### config.mk
export PLATFORM = sky130hd
export DESIGN_NAME = ofmap_writer
export DESIGN_NICKNAME = d
export VERILOG_FILES = /design/src/rtl/ofmap_writer.sv
export SDC_FILE = /design/constraint.sdc
export NUM_CORES = 1
export LEC_CHECK = 0
export BUFFER_PORTS_ARGS = -buffer_cell sky130_fd_sc_hd__clkbuf_2
export CELL_PAD_IN_SITES_DETAIL_PLACEMENT = 1
export CELL_PAD_IN_SITES_GLOBAL_PLACEMENT = 2
export CORE_MARGIN = 2
export CORE_UTILIZATION = 30
export DETAILED_ROUTE_END_ITERATION = 12
export PLACE_DENSITY = 0.79
export REMOVE_ABC_BUFFERS = 1
export SETUP_SLACK_MARGIN = 0.15
export SYNTH_ARGS = -nofsm -noshare
export SYNTH_HDL_FRONTEND = slang
export SYNTH_SLANG_ARGS = --single-unit
### constraint.sdc
create_clock -name ck -period 8.3 [get_ports ck]
set_input_delay 0.83 -clock ck [delete_from_list [all_inputs] [get_ports ck]]
set_output_delay 0.83 -clock ck [all_outputs]
set_load 0.05 [all_outputs]
### src/rtl/ofmap_writer.sv
// Output-feature-map writer: requantises NPU result beats to N-bit nibbles and
// streams packed words alternately into an even and an odd memory bank.
module ofmap_writer #(
    parameter int W  = 8,
    parameter int N  = 2,
    parameter int BG = 6,
    parameter int AW = 10
) (
    input  logic                ck,
    input  logic                rst,
    input  logic                start,
    input  logic [AW-1:0]       cfg_base,
    input  logic [AW:0]         cfg_words,
    input  logic [3:0]          cfg_shift,
    input  logic                in_valid,
    output logic                in_ready,
    input  logic [(N+BG)*W-1:0] in_data,
    output logic                wr_even_en,
    output logic [AW-1:0]       wr_even_addr,
    output logic [4*W-1:0]      wr_even_data,
    output logic                wr_odd_en,
    output logic [AW-1:0]       wr_odd_addr,
    output logic [4*W-1:0]      wr_odd_data,
    output logic                busy,
    output logic                done,
    output logic                drop
);

    localparam int              LW   = N + BG;
    localparam logic [LW-1:0]   QMAX = LW'((1 << N) - 1);

    typedef enum logic [1:0] {IDLE, RUN, FLUSH, DONE} state_t;

    state_t state_q, state_d;

    logic [AW-1:0]  base_q;
    logic [AW:0]    words_q;
    logic [3:0]     shift_q;
    logic [AW:0]    j_q;
    logic           drop_q;

    logic           s1_valid_q;
    logic           s1_odd_q;
    logic [AW-1:0]  s1_addr_q;
    logic [4*W-1:0] s1_data_q;
    logic [4*W-1:0] packed_d;

    logic           wr_even_en_q, wr_odd_en_q;
    logic [AW-1:0]  wr_even_addr_q, wr_odd_addr_q;
    logic [4*W-1:0] wr_even_data_q, wr_odd_data_q;

    logic start_acc;
    logic accept;
    logic last_word;
    logic pipe_empty;

    // Negative lanes clamp to zero; positive lanes shift then saturate to N bits.
    function automatic logic [3:0] requant(input logic [LW-1:0] lane, input logic [3:0] sh);
        logic [LW-1:0] mag;
        logic [3:0]    q;
        mag = lane >> sh;
        q   = '0;
        if (!lane[LW-1]) q = (mag > QMAX) ? QMAX[3:0] : mag[3:0];
        return q;
    endfunction

    assign start_acc  = (state_q == IDLE) && start;
    assign accept     = in_valid && in_ready;
    assign last_word  = (j_q + {{AW{1'b0}}, 1'b1}) == words_q;
    assign pipe_empty = !s1_valid_q && !wr_even_en_q && !wr_odd_en_q;

    // NOTE: every always_comb output gets a default first so no latch is inferred.
    always_comb begin
        packed_d = '0;
        for (int i = 0; i < W; i++) begin
            packed_d[4*W-1-4*i -: 4] = requant(in_data[LW*W-1-LW*i -: LW], shift_q);
        end
    end

    // NOTE: sequential state uses non-blocking assignments so all registers sample together.
    always_ff @(posedge ck or posedge rst) begin
        if (rst) state_q <= IDLE;
        else     state_q <= state_d;
    end

    always_comb begin
        state_d = state_q;
        unique case (state_q)
            IDLE:    if (start) state_d = (cfg_words == '0) ? DONE : RUN;
            RUN:     if (accept && last_word) state_d = FLUSH;
            FLUSH:   if (pipe_empty) state_d = DONE;
            DONE:    state_d = IDLE;
            default: state_d = IDLE;
        endcase
    end

    always_comb begin
        in_ready = (state_q == RUN) && (j_q < words_q);
        busy     = (state_q != IDLE);
        done     = (state_q == DONE);
    end

    always_ff @(posedge ck or posedge rst) begin
        if (rst) begin
            base_q  <= '0;
            words_q <= '0;
            shift_q <= '0;
            j_q     <= '0;
            drop_q  <= 1'b0;
        end else begin
            if (start_acc) begin
                base_q  <= cfg_base;
                words_q <= cfg_words;
                shift_q <= cfg_shift;
                j_q     <= '0;
            end else if (accept) begin
                j_q <= j_q + {{AW{1'b0}}, 1'b1};
            end
            // A start that is taken wins over a lost beat in the same cycle.
            if (start_acc)                  drop_q <= 1'b0;
            else if (in_valid && !in_ready) drop_q <= 1'b1;
        end
    end

    // Stage 1: requantised word plus its bank and bank-local address.
    always_ff @(posedge ck or posedge rst) begin
        if (rst) begin
            s1_valid_q <= 1'b0;
            s1_odd_q   <= 1'b0;
            s1_addr_q  <= '0;
            s1_data_q  <= '0;
        end else begin
            s1_valid_q <= accept;
            if (accept) begin
                s1_odd_q  <= j_q[0];
                s1_addr_q <= base_q + j_q[AW:1];
                s1_data_q <= packed_d;
            end
        end
    end

    // Stage 2: bank write ports; address and data hold while the strobe is low.
    always_ff @(posedge ck or posedge rst) begin
        if (rst) begin
            wr_even_en_q   <= 1'b0;
            wr_even_addr_q <= '0;
            wr_even_data_q <= '0;
            wr_odd_en_q    <= 1'b0;
            wr_odd_addr_q  <= '0;
            wr_odd_data_q  <= '0;
        end else begin
            wr_even_en_q <= s1_valid_q && !s1_odd_q;
            wr_odd_en_q  <= s1_valid_q && s1_odd_q;
            if (s1_valid_q && !s1_odd_q) begin
                wr_even_addr_q <= s1_addr_q;
                wr_even_data_q <= s1_data_q;
            end
            if (s1_valid_q && s1_odd_q) begin
                wr_odd_addr_q <= s1_addr_q;
                wr_odd_data_q <= s1_data_q;
            end
        end
    end

    assign wr_even_en   = wr_even_en_q;
    assign wr_even_addr = wr_even_addr_q;
    assign wr_even_data = wr_even_data_q;
    assign wr_odd_en    = wr_odd_en_q;
    assign wr_odd_addr  = wr_odd_addr_q;
    assign wr_odd_data  = wr_odd_data_q;
    assign drop         = drop_q;

endmodule

Word level (Yosys, flattened, before mapping)
Cells that the tools add are included.
{"block": "classes", "n_shift": 8, "magnitude_cmp": 9, "muxes": 25, "n_reduce_logical": 20, "addsub": 2, "eq_ne": 7}
{"operator": "> comparator 8 x 2 -> 1 bit (second input constant)", "n": 8}
{"operator": "two-way mux 4 bit", "n": 16}
{"operator": "right shift 8 x 4 -> 8 bit", "n": 8}
{"operator": "two-way mux 11 bit", "n": 2}
{"operator": "adder 11 x 1 -> 11 bit (second input constant)", "n": 1}
{"operator": "== test 11 bit", "n": 1}
{"operator": "logical NOT 11 bit", "n": 1}
{"operator": "less-than comparator 11 bit", "n": 1}
{"operator": "adder 10 bit", "n": 1}
{"operator": "logical AND 1 bit", "n": 9}
{"operator": "two-way mux 2 bit", "n": 4}
{"operator": "case mux 2 bit (4 select lines)", "n": 1}
{"operator": "inequality test 2 bit (second input constant)", "n": 3}
{"operator": "nonzero test 2 bit", "n": 3}
{"operator": "logical NOT 1 bit", "n": 5}
{"operator": "== test 2 bit (second input constant)", "n": 2}
{"operator": "AND reduction 3 bit", "n": 1}
{"operator": "== test 2 x 1 -> 1 bit (second input constant)", "n": 1}
{"operator": "logical NOT 2 bit", "n": 1}
{"operator": "two-way mux 1 bit", "n": 2}
{"block": "totals", "output_inout_bits": 90, "wordCells": 87, "register_bits": 169, "input_bits": 93}

Longest topological paths before layout
Gate-level depths: netlist of the first run.
{"block": "logic_depth", "depth_word": 6, "mapped_depth": 10, "ltp_nobuf": 10}

Least setup slack after synthesis of the first run
No wires, ideal clock.
{"block": "synth_path", "kind": "reg2out", "startpoint": "reg words_q[2]", "endpoint": "out in_ready", "n_path_buf": 0, "setup_slack_ns": 5.807, "arrival_time_ns": 1.663, "t_required_ns": 7.470, "path_stages_with_launch": 8, "path_cell_list": "dfrtp_1 > inv_1 > ha_1 > a21oi_1 > a21oi_1 > o41ai_2 > nand3_1 > inv_1"}
{"block": "synth_between", "elab_chain_cells": 2}
{"item": "start: declaration", "line_no": "37", "source": "logic [AW:0] words_q;"}
{"item": "start signal: assignment", "line_no": "113", "source": "words_q <= cfg_words;"}
{"item": "less-than comparator 11 bit", "line_no": "98", "source": "in_ready = (state_q == RUN) && (j_q < words_q);"}
{"item": "logical AND 1 bit", "line_no": "98"}
{"item": "end: declaration", "line_no": "16", "source": "output logic in_ready,"}
Every way passes these cells.

Worst setup path in the final report of the first run
{"block": "layout_path", "startpoint": "reg j_q[2]", "endpoint": "out in_ready"}
{"block": "layout_between", "elab_chain_cells": 2}
{"item": "start: declaration", "line_no": "39", "source": "logic [AW:0] j_q;"}
{"item": "start signal: assignment", "line_no": "117", "source": "j_q <= j_q + {{AW{1'b0}}, 1'b1};"}
{"item": "less-than comparator 11 bit", "line_no": "98"}
{"item": "logical AND 1 bit", "line_no": "98"}
Every way passes these cells.

==> results of run 1 <==
==> cell usage in the layout, fill, tap and decap left out, types with 5 or more instances in the layout <==
cell	netlist	routed
nor2_1	54	54
nor3_1	19	19
buf_4	1	6
inv_1	26	25
clkbuf_16	0	17
dfrtp_1	169	169
xor2_1	7	7
nor4_1	7	7
and2_1	18	17
ha_1	26	26
a211oi_1	22	22
mux2_2	97	97
a2111oi_0	8	8
clkinv_8	0	6
nand2_1	66	65
o311ai_0	8	8
clkbuf_2	0	182
inv_6	0	5
o21ai_0	47	47
mux2i_1	12	12
nor2b_1	26	26
nand3_1	18	17
o221ai_1	7	7
xnor2_1	17	17
a21oi_1	45	45
==> metrics by stage <==
stage               power (mW)  utilization [%]  worst slack, ns
detailed placement        2.80             35.0             4.84
floorplan                 2.35                -             2.89
global route              3.81             37.2             4.45
global placement          2.77             35.0             4.88
CTS                       3.61             37.2             4.76
finish                    3.55             37.2             4.77
==> critical path, stage by stage (launching register included) <==
cell      delay [ns]
dfrtp_1         0.60
ha_1            0.33
a21oi_1         0.15
a21oi_1         0.10
o41ai_2         0.50
nand3_1         0.22
inv_1           0.09
clkbuf_2        0.27
==> state kept, by name (all words and copies together) (netlist names) <==
name          cells
s1_valid_q        1
wr_odd_data      32
s1_odd_q          1
shift_q           4
j_q              11
base_q           10
wr_even_addr     10
wr_even_data     32
s1_data_q        32
s1_addr_q        10
words_q          11
state_q           2
wr_odd_addr      10
wr_even_en        1
wr_odd_en         1
drop              1
==> power by group <==
group / switching [mW] / total, mW / leakage [nW] / internal (mW)
sequential: 0.192 / 1.25 / 2.23 / 1.06
clock: 0.381 / 0.788 / 0.293 / 0.407
combinational: 1.00 / 1.51 / 2.46 / 0.504
==> cell families after synthesis <==
family | after synthesis | share of synthesized area [%]
AOI/OAI and AO/OA | 151 | 11.5
DFF | 169 | 50.4
muxes | 111 | 15.0
buffers and inverters | 71 | 3.28
and+or+nand+nor | 229 | 13.3
xor gates and xnor gates | 24 | 2.50
adders and majority gates | 27 | 4.11
==> worst max-delay path by stage <==
stage	end	start	cells past startpoint	slack, ns
CTS	in_ready	j_q[2]	7	4.76
detailed placement	j_q[4]	j_q[2]	9	4.84
floorplan	base_q[0]	rst	1	2.89
finish	in_ready	j_q[2]	7	4.77
global placement	j_q[4]	j_q[2]	9	4.88
global route	j_q[4]	j_q[2]	9	4.45
==> layer usage <==
layer,wire (um),up-vias
li1,-,3094
met2,10200,155
met4,216,0
met3,1250,17
met5,0,-
met1,10200,3144
==> layout make-up <==
type	count	share of cell area, %
Timing Repair Buffer	188	9.30
Tap cell	378	4.60
Inverter	28	1.07
Multi-Input combinational cell	542	38.0
Clock inverter	15	1.76
Clock buffer	17	4.14
Sequential cell	169	41.1
==> results.ini, run 1 <==
[run_status]
outcome = finished clean

[finish]
fin_area_um2 = 10300
layout-drive-gt1-share_pct = 34.7
instances_no_fill = 1337
multiInputGateArea_um2 = 3910
seq_area_um2 = 4230
nets = 1066
synthToLayoutAreaGrowth_pct = 22.5
fillers = 3230
antenna_cells = 0

[yosys]
synthTopCellsByArea = dfrtp_1 (50%), mux2_2 (13%), ha_1 (3.9%)
synth-main-ff-cell = dfrtp_1
yosys_warnings = 0
synth_top_cell_area_share_pct = 50.4
avgSynthCellArea_um2 = 10.7
synth_common_cells = dfrtp_1 (169), mux2_2 (97), nand2_1 (66)
synth-seq-cells = 169
ys_async_sr_fraction_pct = 100
synth_cells = 782
synth_seq_area_share_pct = 50.4
synth.most_common_cell = dfrtp_1
ys_types = 51
synthesis.area_um2 = 8390
synth_top_area_cell = dfrtp_1
synth_edf_count = 0

[global_routing]
busiest_layer = met2
antenna_found_initial = 0
overflow = 0
met1_usage_pct = 21.2
grt_use_total_pct = 15.6
grt_max_degree = 97
use_met2_pct = 24.9
grt_pass1_vias = 6632
grt_pass1_wl_um = 36100
grtUsageMet3_pct = 3.89

[floorplan]
dieWidth_um = 171
initial_utilization_pct = 30.4
rows = 61
io_pins = 183
core_area_um2 = 27600
dieHeight_um = 171
die_area_um2 = 29300

[clocking]
cts_root_buf = clkbuf_16
post_cts_resized = 0
cts_buffers = 17
clock_latency_ns = 0.43
cts_num_sinks = 169
clockBufferDepth = 2
holdBufCountCts = 0
htreeDepth = 4
postCtsSetupBuffers = 0
cts_tree = built
path_clk_slew_ns = 0.07

[place]
dp_hpwl_um = 15900
gp_congestion = 0.783
dpl_cell_area_um2 = 9680
port_buffers = 182
place_inst = 1305

[sta]
setup_viol = 0
period_needed_ns = 3.53
setup_tns_ns = 0
maxSlewViolCount = 0
hold_ws_ns = 0.498
worst_pin_slew_ns = 0.968
fin_skew_ns = 0.0148
period_share_pct = 42.5
max_freq_ghz = 0.284
finalHoldViolations = 0
rsz0062_at_grt = false
relSlewSlack_pct = 35.5

[worst_setup_path]
worst-r2r-cell-count = 9
r2r_end = j_q[4]
start_kind = flop
r2r_slack_ns = 4.83
reg2reg_from = j_q[2]
cp.required_ns = 7.47
arrival_ns = 2.70
critical_path_peak_fanout = 14
cp-end-kind = primary output
crit_type = flop to primary output

[power_and_ir_drop]
power_leakage_nw = 4.98
power_density_nw_per_um2 = 345
peakVddDrop_mv = 0.127

[routing]
first_pass_iters = 4
drt-initial-drc-count = 248
via_per_inst = 4.79
wl_per_cell_um = 16.4
ant_nets = 0
drc = 0
drt_wl_total_um = 21900
vias = 6410

[hold_path]
hold_path_startpoint = s1_addr_q[3]
hold_end = s1_addr_q[3]
hold_depth = 2
worstHoldPathType = flop to flop

[flow_run]
maxCapViolCount = 0

Note: power is estimated with default switching activity, not from simulation.
==> run 2: changes to the inputs <==
Settings changed: PLACE_DENSITY 0.79 to 0.82.
Clock period 8.3 ns to 3 ns, I/O delays scaled along.
==> run 2 against run 1 <==
Hold slack lost 0.41 ns. Register-to-register slack lost 4.5 ns. Sequential power grew to 2.8 times the previous value. Design area grew 1.0%. Sequential share of layout area shrank 0.43 points. Setup slack lost 4.4 ns. Non-clock buffer count grew 13. Sequential cell count is the same. Count of clock-buffer cells in the layout grew 3. First-iteration DRC count shrank 6.5%. Utilization grew 0.39 points. Final cell count grew 0.97%.
==> results.ini, run 2 (same netlist as run 1, synthesis figures left out) <==
[finish]
synthToLayoutAreaGrowth_pct = 23.8
instances_no_fill = 1350  ; +0.97%
final_cell_mix = clkbuf_2 (182), dfrtp_1 (169), mux2_2 (97)
final_common_cell = clkbuf_2
antenna_cells = 0  ; unchanged
nets = 1079  ; +1.2%
utilization_pct = 37.6  ; +0.39 points
fin_area_um2 = 10400  ; +1.0%
fillers = 3201  ; -0.90%
layout-drive-gt1-share_pct = 35.3  ; +0.56 points

[floorplan]
die_area_um2 = 29300  ; unchanged
initial_utilization_pct = 30.4  ; unchanged
dieHeight_um = 171  ; unchanged
io_pins = 183  ; unchanged
dieWidth_um = 171  ; unchanged
core_area_um2 = 27600  ; unchanged
rows = 61  ; unchanged

[worst_setup_path]
critical_path_peak_fanout = 8  ; -6
crit_type = flop to flop
cp-end-kind = flop
start_kind = flop
arrival_ns = 3.00  ; +0.30 ns
cp.required_ns = 3.34  ; -4.13 ns

[routing]
drt-initial-drc-count = 232  ; -6.5%
wl_per_cell_um = 16.6  ; +1.2%
via_per_inst = 4.79  ; -0.19%
wl_met1_um = 10800  ; +5.3%
met2_length_um = 10300  ; +1.2%
ant_nets = 0  ; unchanged
vias = 6460  ; +0.78%
drt_wl_total_um = 22400  ; +2.2%
routed.top_layer = met5
met3_length_um = 1030  ; -18%
first_pass_iters = 4  ; unchanged
drc = 0  ; unchanged

[global_routing]
grt_pass1_wl_um = 36400  ; +0.69%
grt_max_degree = 71  ; -27%
antenna_found_initial = 1  ; +1
grt_use_total_pct = 15.8  ; +0.22 points
grt_pass1_vias = 6665  ; +0.50%
overflow = 0  ; unchanged

[sta]
hold_ws_ns = 0.0911  ; -0.406 ns
fin_skew_ns = 0.0125  ; -0.00231 ns
maxSlewViolCount = 0  ; unchanged
relSlewSlack_pct = 35.5  ; +0.064 points
fin_ws_ns = 0.338  ; -4.44 ns
finalHoldViolations = 0  ; unchanged
worst_pin_slew_ns = 0.963  ; -0.00452 ns
max_freq_ghz = 0.376
rsz0062_at_grt = false
period_needed_ns = 2.66
setup_viol = 0  ; unchanged
period_share_pct = 88.7

[power_and_ir_drop]
power_density_nw_per_um2 = 950  ; +180%
power_leakage_nw = 5.04  ; +1.2%
peakVddDrop_mv = 0.378  ; +200%

[hold_path]
worstHoldPathType = input port to flop

[clocking]
htreeDepth = 4  ; unchanged
path_clk_slew_ns = 0.06  ; about the same
cts_buffers = 17  ; unchanged
cts_tree = built
cts_num_sinks = 169  ; unchanged
cts_root_buf = clkbuf_16
clock_latency_ns = 0.42  ; about the same
clockBufferDepth = 2  ; unchanged

[flow_run]
maxCapViolCount = 0  ; unchanged

[run_status]
outcome = finished clean

[place]
port_buffers = 182  ; unchanged
dp_hpwl_um = 16500  ; +3.7%
dp_slack_ns = 0.432  ; -4.40 ns
dpl_cell_area_um2 = 9810  ; +1.4%
gp_congestion = 0.794  ; +1.4%
place_inst = 1316  ; +0.84%

[run 2: cell types whose count changed in the layout (fill, tap and decap cells not counted), sizes merged, moves of 3 or more]
cell	before	now
clkinv	11	7
clkinvlp	0	3
inv	32	29
buf	6	18
clkbuf	199	202
[run 2: final cells by class]
| type | count | area [um^2] | share of cell area [%] |
|---|---|---|---|
| flip-flops and latches | 169 | 4230 | 40.7 |
| clock buffers | 20 | 447 | 4.30 |
| clock inverters | 12 | 118 | 1.13 |
| repair buffers | 201 | 1110 | 10.6 |
| well taps | 378 | 473 | 4.55 |
| multi-input cells | 542 | 3910 | 37.6 |
| inverters | 28 | 110 | 1.06 |
[run 2: what timing repair did]
item,CTS,global route
setup endpoints to repair,0,1
setup buffers,0,1
gates resized for setup,0,1
hold endpoints to repair,16,0
hold buffers,1,0
[run 2: path summary, 6_finish.rpt]
check,slack (ns),cells past startpoint,start,to
hold / removal,0.09,3,cfg_shift[0],shift_q[0]
min in group asynchronous,0.53,3,rst,wr_even_data[1]
setup / recovery,0.34,9,j_q[1],state_q[0]
max in group asynchronous,1.72,4,rst,s1_odd_q
setup reg to reg,0.34,9,j_q[1],state_q[0]
hold reg to reg,0.50,1,wr_odd_addr[6],wr_odd_addr[6]
[run 2: critical path: stages (launching register included)]
cell and delay [ns]:
dfrtp_1 0.50, ha_1 0.35, buf_4 0.18, nand2_1 0.10, xnor2_1 0.20, and3_1 0.19
nor4_1 0.05, or3_4 0.38, o41ai_4 0.40, mux2i_1 0.24
[run 2: power breakdown]
| part | switching, mW | internal (mW) |
|---|---|---|
| clock | 0.929 | 1.18 |
| sequential | 0.564 | 2.94 |
| combinational | 2.79 | 1.47 |
[run 2: layer usage]
| layer | GRT usage, % | up-vias |
|---|---|---|
| li1 | - | 3118 |
| met1 | 21.4 | 3172 |
| met2 | 25.4 | 151 |
| met3 | 3.50 | 17 |
| met4 | 4.24 | 2 |
| met5 | 0 | - |
[run 2: per-stage QoR]
step	TNS [ns]	total power, mW
floorplan	-329.12	6.51
global placement	0	7.77
detailed placement	0	7.86
CTS	0	10.0
global route	0	10.6
finish	0	9.87
==> run 3: changes to the inputs <==
Settings changed: BUFFER_PORTS_ARGS -buffer_cell sky130_fd_sc_hd__clkbuf_2 to -buffer_cell sky130_fd_sc_hd__buf_4, PLACE_DENSITY 0.82 to 0.79.
Clock period 3 ns to 3.2 ns, I/O delays scaled along.
==> run 3 against run 2 <==
First-iteration DRC count is 35% higher. Critical path depth fell by 2. Design area increased by 4.6%. Non-clock buffer count shrank 3. Hold slack lost 0.059 ns. Sequential cell count is the same. Register-to-register slack better by 0.25 ns. Die area stayed put. Combinational power about the same. Critical path type is now flop to primary output. Largest cell class unchanged. Largest power group unchanged.
==> results.ini, run 3 (same netlist as run 1, synthesis figures left out) <==
[power_and_ir_drop]
power_leakage_nw = 5.17  ; +2.6%
power_density_nw_per_um2 = 886  ; -6.7%
peakVddDrop_mv = 0.371  ; -2.0%
p_total_mw = 9.62  ; -2.4%

[clocking]
clockBufferDepth = 2  ; unchanged
path_clk_slew_ns = 0.08  ; +0.02 ns
holdBufCountCts = 0  ; -1
cts_tree = built
cts_buffers = 17  ; unchanged
htreeDepth = 4  ; unchanged
post_cts_resized = 0  ; unchanged
cts_num_sinks = 169  ; unchanged
cts_root_buf = clkbuf_16
postCtsSetupBuffers = 0  ; unchanged
clock_latency_ns = 0.43  ; about the same

[worst_setup_path]
cp.required_ns = 2.88  ; -0.46 ns
start_kind = flop
critical_path_peak_fanout = 13  ; +5
crit_type = flop to primary output
cp-end-kind = primary output
arrival_ns = 2.42  ; -0.58 ns

[finish]
final_common_cell = buf_4
nets = 1076  ; -0.28%
instances_no_fill = 1346  ; -0.30%
synthToLayoutAreaGrowth_pct = 29.5
utilization_pct = 39.3  ; +1.7 points
antenna_cells = 0  ; unchanged
fillers = 3103  ; -3.1%
final_cell_mix = buf_4 (194), dfrtp_1 (169), mux2_2 (97)
fin_area_um2 = 10900  ; +4.6%
seq_area_um2 = 4230  ; unchanged
layout-drive-gt1-share_pct = 35.3  ; +0.043 points
multiInputGateArea_um2 = 3910  ; unchanged

[place]
gp_congestion = 0.800  ; +0.78%
dp_hpwl_um = 16600  ; +0.61%
dp_slack_ns = 0.606  ; +0.173 ns
place_inst = 1315  ; -0.076%
dpl_cell_area_um2 = 10300  ; +4.6%
port_buffers = 182  ; unchanged

[routing]
via_per_inst = 4.78  ; about the same
drc = 0  ; unchanged
first_pass_iters = 4  ; unchanged
vias = 6440  ; -0.31%
ant_nets = 0  ; unchanged
drt-initial-drc-count = 314  ; +35%
drt_wl_total_um = 22500  ; +0.73%
wl_per_cell_um = 16.7  ; +1.0%

[flow_run]
maxCapViolCount = 0  ; unchanged

[global_routing]
use_met2_pct = 25.8  ; +0.42 points
overflow = 0  ; unchanged
antenna_found_initial = 0  ; -1
grt_max_degree = 83  ; +17%
grt_pass1_vias = 6637  ; -0.42%
busiest_layer = met2
grt_use_total_pct = 15.8  ; about the same
met1_usage_pct = 20.8  ; -0.65 points
grtUsageMet3_pct = 4.03  ; +0.53 points
grt_pass1_wl_um = 36400  ; about the same

[floorplan]
die_area_um2 = 29300  ; unchanged
io_pins = 183  ; unchanged
core_area_um2 = 27600  ; unchanged
dieHeight_um = 171  ; unchanged
initial_utilization_pct = 30.4  ; unchanged
dieWidth_um = 171  ; unchanged
rows = 61  ; unchanged

[sta]
hold_ws_ns = 0.0325  ; -0.0586 ns
maxSlewViolCount = 0  ; unchanged
finalHoldViolations = 0  ; unchanged
setup_tns_ns = 0  ; unchanged
period_share_pct = 85.7
setup_viol = 0  ; unchanged
rsz0062_at_grt = false
relSlewSlack_pct = 35.3  ; -0.24 points
fin_ws_ns = 0.458  ; +0.120 ns
max_freq_ghz = 0.365
period_needed_ns = 2.74
worst_pin_slew_ns = 0.967  ; +0.00352 ns
fin_skew_ns = 0.0178  ; +0.00529 ns

[run_status]
outcome = finished clean

[hold_path]
worstHoldPathType = input port to async pin

-- run 3: where the power goes --
group          internal [mW]  total [mW]  switching, mW  leakage (nW)
logic                   1.60        4.22           2.63          2.65
registers               2.76        3.28          0.518          2.23
clock network           1.19        2.13          0.940         0.292
-- run 3: layout make-up --
type	instances	share of cell area, %
flip-flops and latches	169	38.9
multi-input cells	542	36.0
repair buffers	198	14.1
well taps	378	4.35
clock buffers	17	3.91
clock inverters	14	1.70
inverters	28	1.01
-- run 3: worst paths after layout --
kind | from | end | slack, ns | cells after the start
min reg2reg | drop | drop | 0.50 | 2
max reg2reg | j_q[3] | state_q[0] | 0.59 | 8
max | j_q[3] | in_ready | 0.46 | 7
max in group asynchronous | rst | j_q[1] | 2.42 | 3
min in group ck | cfg_words[8] | words_q[8] | 0.11 | 3
min | rst | wr_odd_data[1] | 0.03 | 2
-- run 3: layer usage --
layer | share of wire, % | vias up
met5 | 0 | -
met4 | 1.0 | 0
met3 | 5.7 | 14
met2 | 47 | 146
met1 | 46 | 3149
li1 | - | 3131
-- run 3: worst max-delay path, stage by stage (launching register included) --
cell,delay (ns)
dfrtp_1,0.60
ha_1,0.32
nand3_1,0.07
a21oi_1,0.06
o41ai_2,0.46
nand3_1,0.21
inv_1,0.09
buf_4,0.19
